$ cat config.mk
export PLATFORM = sky130hd
export DESIGN_NAME = sync_fifo_v2
export DESIGN_NICKNAME = d
export VERILOG_FILES = /design/src/rtl/sync_fifo_v2.sv
export SDC_FILE = /design/constraint.sdc
export NUM_CORES = 1
export LEC_CHECK = 0
export CAP_MARGIN = 20
export CORE_ASPECT_RATIO = 0.8
export CORE_MARGIN = 1
export CORE_UTILIZATION = 45
export CTS_CLUSTER_DIAMETER = 60
export DETAILED_ROUTE_END_ITERATION = 10
export HOLD_SLACK_MARGIN = 0.03
export PLACE_DENSITY = 0.66
export SYNTH_ARGS = -nofsm -noshare
export SYNTH_HDL_FRONTEND = slang
export SYNTH_SLANG_ARGS = --single-unit
$ cat constraint.sdc
create_clock -name clk -period 6.37 [get_ports clk]
set_input_delay 0.9555 -clock clk [delete_from_list [all_inputs] [get_ports clk]]
set_output_delay 0.9555 -clock clk [all_outputs]
set_load 0.02 [all_outputs]
$ cat src/rtl/sync_fifo_v2.sv
// sync_fifo_v2: single-clock FIFO with programmable almost-full/almost-empty thresholds and sticky error flags
// Ports: clk, rstb (async active-low), sclr (sync clear of pointers/count/flags)
//        wr_en/data_in write side; rd_en/data_out/rd_valid read side
//        empty, full, afull (uw >= afull_lvl), aempty (uw <= aempty_lvl), uw used words
//        stat_clr clears ovf/udf/max_uw; ovf/udf sticky rejected-write/rejected-read flags
// LOOKAHEAD=1 presents the head word on data_out; LOOKAHEAD=0 registers it after an accepted read
// Define SYNC_FIFO_V2_WATERMARK_EN to build the peak-occupancy register behind max_uw
module sync_fifo_v2 #(
  parameter int DATA_WIDTH = 32,
  parameter int ADDR_WIDTH = 4,
  parameter int LOOKAHEAD = 1
) (
  input  logic                  clk,
  input  logic                  rstb,
  input  logic                  sclr,
  input  logic                  wr_en,
  input  logic [DATA_WIDTH-1:0] data_in,
  input  logic                  rd_en,
  output logic [DATA_WIDTH-1:0] data_out,
  output logic                  rd_valid,
  output logic                  empty,
  output logic                  full,
  input  logic [ADDR_WIDTH:0]   afull_lvl,
  input  logic [ADDR_WIDTH:0]   aempty_lvl,
  output logic                  afull,
  output logic                  aempty,
  output logic [ADDR_WIDTH:0]   uw,
  input  logic                  stat_clr,
  output logic                  ovf,
  output logic                  udf,
  output logic [ADDR_WIDTH:0]   max_uw
);
  localparam int DEPTH = 1 << ADDR_WIDTH;
  localparam logic [ADDR_WIDTH:0] DEPTH_W = (ADDR_WIDTH+1)'(DEPTH);
  logic [DATA_WIDTH-1:0] mem [DEPTH];
  logic [ADDR_WIDTH-1:0] wp_q, wp_d, wp_n, rp_q, rp_d, rp_n;
  logic [ADDR_WIDTH:0] uw_q, uw_d, uw_n;
  logic [DATA_WIDTH-1:0] dout_q, dout_d, dout_n, head_n;
  logic rv_q, rv_d, ovf_q, ovf_d, udf_q, udf_d, rd_acc, wr_acc;
  always_comb begin
    empty = uw_q == '0;
    full = uw_q == DEPTH_W;
    afull = uw_q >= afull_lvl;
    aempty = uw_q <= aempty_lvl;
    rd_acc = rd_en & ~empty;
    wr_acc = wr_en & (~full | rd_acc);
    uw_n = uw_q + (ADDR_WIDTH+1)'(wr_acc) - (ADDR_WIDTH+1)'(rd_acc);
    wp_n = wp_q + ADDR_WIDTH'(wr_acc);
    rp_n = rp_q + ADDR_WIDTH'(rd_acc);
    // the incoming word becomes the head when the FIFO is otherwise empty after this cycle's read
    head_n = (wr_acc && wp_q == rp_n) ? data_in : mem[rp_n];
    dout_n = (LOOKAHEAD != 0) ? head_n : (rd_acc ? mem[rp_q] : dout_q);
    uw_d = sclr ? '0 : uw_n;
    wp_d = sclr ? '0 : wp_n;
    rp_d = sclr ? '0 : rp_n;
    dout_d = sclr ? '0 : dout_n;
    rv_d = ~sclr & rd_acc;
    ovf_d = ~sclr & ((wr_en & ~wr_acc) | (ovf_q & ~stat_clr));
    udf_d = ~sclr & ((rd_en & ~rd_acc) | (udf_q & ~stat_clr));
    rd_valid = (LOOKAHEAD != 0) ? ~empty : rv_q;
    data_out = dout_q;
    uw = uw_q;
    ovf = ovf_q;
    udf = udf_q;
  end
  always_ff @(posedge clk or negedge rstb)
    if (!rstb) begin
      wp_q <= '0;
      rp_q <= '0;
      uw_q <= '0;
      dout_q <= '0;
      rv_q <= 1'b0;
      ovf_q <= 1'b0;
      udf_q <= 1'b0;
    end else begin
      wp_q <= wp_d;
      rp_q <= rp_d;
      uw_q <= uw_d;
      dout_q <= dout_d;
      rv_q <= rv_d;
      ovf_q <= ovf_d;
      udf_q <= udf_d;
    end
  always_ff @(posedge clk)
    if (wr_acc && !sclr) mem[wp_q] <= data_in;
`ifdef SYNC_FIFO_V2_WATERMARK_EN
  logic [ADDR_WIDTH:0] max_q, max_d;
  always_comb max_d = (sclr | stat_clr) ? '0 : (uw_n > max_q ? uw_n : max_q);
  always_ff @(posedge clk or negedge rstb)
    if (!rstb) max_q <= '0;
    else max_q <= max_d;
  assign max_uw = max_q;
`else
  assign max_uw = '0;
`endif
endmodule
==> results.yml <==
floorplan:
  start_util: 0.459
  rows: 71
  die-width_microns: 248
  core_sq_mm: 0.0473
  die_area_sq_mm: 0.0492
  die_y_microns: 199
  pin_count: 97
run_status:
  outcome: "finished with violations"
  violations: "design-rule violations"
yosys:
  ys_seq_area_frac: 0.762
  yosys_warnings: 0
  synth-edff-count: 512
  avgSynthCellArea_sq_um: 19.7
  ys_types: 34
  synth_area_sq_mm: 0.0217
  ys.flop_type: "edfxtp_1"
  syn_inst: 1101
  synthArstFlopShare: 0.0841
  synth-seq-cells: 559
sta:
  fin_setup_tns_ps: 0
  tightest_slew_ps: 1000
  fmaxAchievable_mhz: 244
  finalHoldViolations: 0
  period_share: 0.644
  rsz0062_at_grt: "no"
  fin_worst_skew_ps: 18.4
  finalSetupViolCount: 0
  relSlewSlack: 0.331
  drv_slew: 0
  whs_ps: 541
  setup_ws_ps: 2270
  min_period_ps: 4100
place:
  place_ws_ps: 2000
  hpwl_mm: 25.1
  place_area_sq_mm: 0.0236
  gp_congestion: 0.756
  io_buffers: 91
clocking:
  cts_setup_buffers: 0
  htreeDepth: 2
  holdBufCountCts: 0
  insertion_delay_ps: 590
  cts_tree: "done"
  cts.clk_slew.worst_paths_ps: 60
  cts.root.buffer_cell: "clkbuf_16"
  cts.sinks: 559
  cts_buffer_depth: 3
  cts-resized-gates: 0
  cts_buffers: 52
global_routing:
  grt_max_degree: 82
  grt_usage: 0.196
  met2_usage: 0.308
  grt.met1_usage: 0.281
  grt_util_met3: 0.0326
  top_usage_layer: "met2"
  grt_pass1_vias: 11000
  antenna_found_initial: 3
  grt_pass1_wl_mm: 69.8
  overflow: 0
detailed_routing:
  first_pass_iters: 10
  vias_per_cell: 5.74
  post-route-drc-count: 6
  vias: 10800
  wl_per_cell_microns: 25.0
  drt_wl_total_mm: 46.9
  ant_nets: 0
  drtIter0Drc: 1059
critical_path:
  reg2reg_from: "uw[3]"
  critPathCapture: "aempty"
  crit_fanout: 2
  reg2reg_to: "data_out[8]"
  cp-startpoint: "aempty_lvl[1]"
  r2r_cells: 11
  reg2reg_slack_ps: 2520
  cp-end-kind: "output port"
  cp.arrival_ps: 3140
  crit_type: "in -> out"
  start_kind: "primary input"
  worstPathRequired_ps: 5410
finish:
  syn_to_final_growth_pct: 16.5
  final_nets: 1283
  mostFrequentLayoutCell: "edfxtp_1"
  drive_above_1_share: 0.206
  postLayoutCellArea_sq_mm: 0.0253
  layout_common_cells: "edfxtp_1, nand2_1, mux4_2, clkdlybuf4s50_1, nand3_1"
power:
  leakage_nw: 8.29
  total_power_mw: 10.3
  power_density_mw_per_mm2: 408
  ir_worst_vdd_v: 0.000333
job:
  maxCapViolations: 0
worst_hold_path:
  hold_class: "in -> async"
==> worst max-delay path, stage by stage <==
cell and delay, ps:
clkdlybuf4s50_1 460, inv_1 50, ha_1 300, nor2b_1 130
o21a_1 160, o21a_1 160, o21a_1 160, o22ai_1 140
clkdlybuf4s50_1 630
==> final cells by class <==
cell class                 count  area (sq um)
antenna                        1          2.50
clock buffer                  77          1480
clock inverter                21           240
fill                        3638         22000
inverter                      16          60.1
multi-input combinational    464          5020
sequential                   559         16600
tap                          620           776
timing repair buffer         122          1190
==> logic make-up after synthesis <==
logic type / share of synthesized area
flip-flops: 0.762
AND/OR/NAND/NOR: 0.0502
multiplexers: 0.133
buffers and inverters: 0.0170
AO/OA/AOI/OAI: 0.0194
adder cells (fa/ha/maj): 0.0119
XOR/XNOR: 0.00685
other: 0.000173
==> cell usage after synthesis, drive strengths merged (9+ instances only) <==
master	number	area (sq um)
a32o	32	320
buf	41	216
clkbuf	25	93.8
dfrtp	47	1180
edfxtp	512	15400
ha	19	238
inv	16	60.1
mux4	128	2880
nand2	132	495
nand3	68	340
nor2	25	93.8
nor2b	9	56.3
==> worst min path at each step <==
stage	depth (start not counted)	start	to
floorplan	2	wp_q[3]	wp_q[3]
finish	2	rstb	data_out[25]
CTS	2	rstb	data_out[25]
global route	2	rstb	data_out[25]
global placement	3	udf	udf
detailed placement	2	wp_q[3]	wp_q[3]
==> power breakdown <==
group	switching, mW	internal [mW]
Sequential	0.0945	4.15
Clock	1.30	1.81
Combinational	1.41	1.57
==> sequential cells by signal, indices dropped and copies added (netlist names) <==
register and cells:
rp_q 4, wp_q 4, ovf 1, uw 5
data_out 32, mem 512, udf 1
==> layer usage <==
layer	wire length [microns]	share of wire
met1	20400	0.43
met2	22300	0.47
met3	3030	0.065
met4	1200	0.026
met5	24	0.00051
==> stage by stage <==
stage,utilization,instances
after global routing,0.535,1879
after global placement,0.498,1780
after floorplan,-,1105
final,0.535,1880
after detailed placement,0.498,1780
after CTS,0.534,1878
Note: power is estimated with default switching activity, not from simulation.
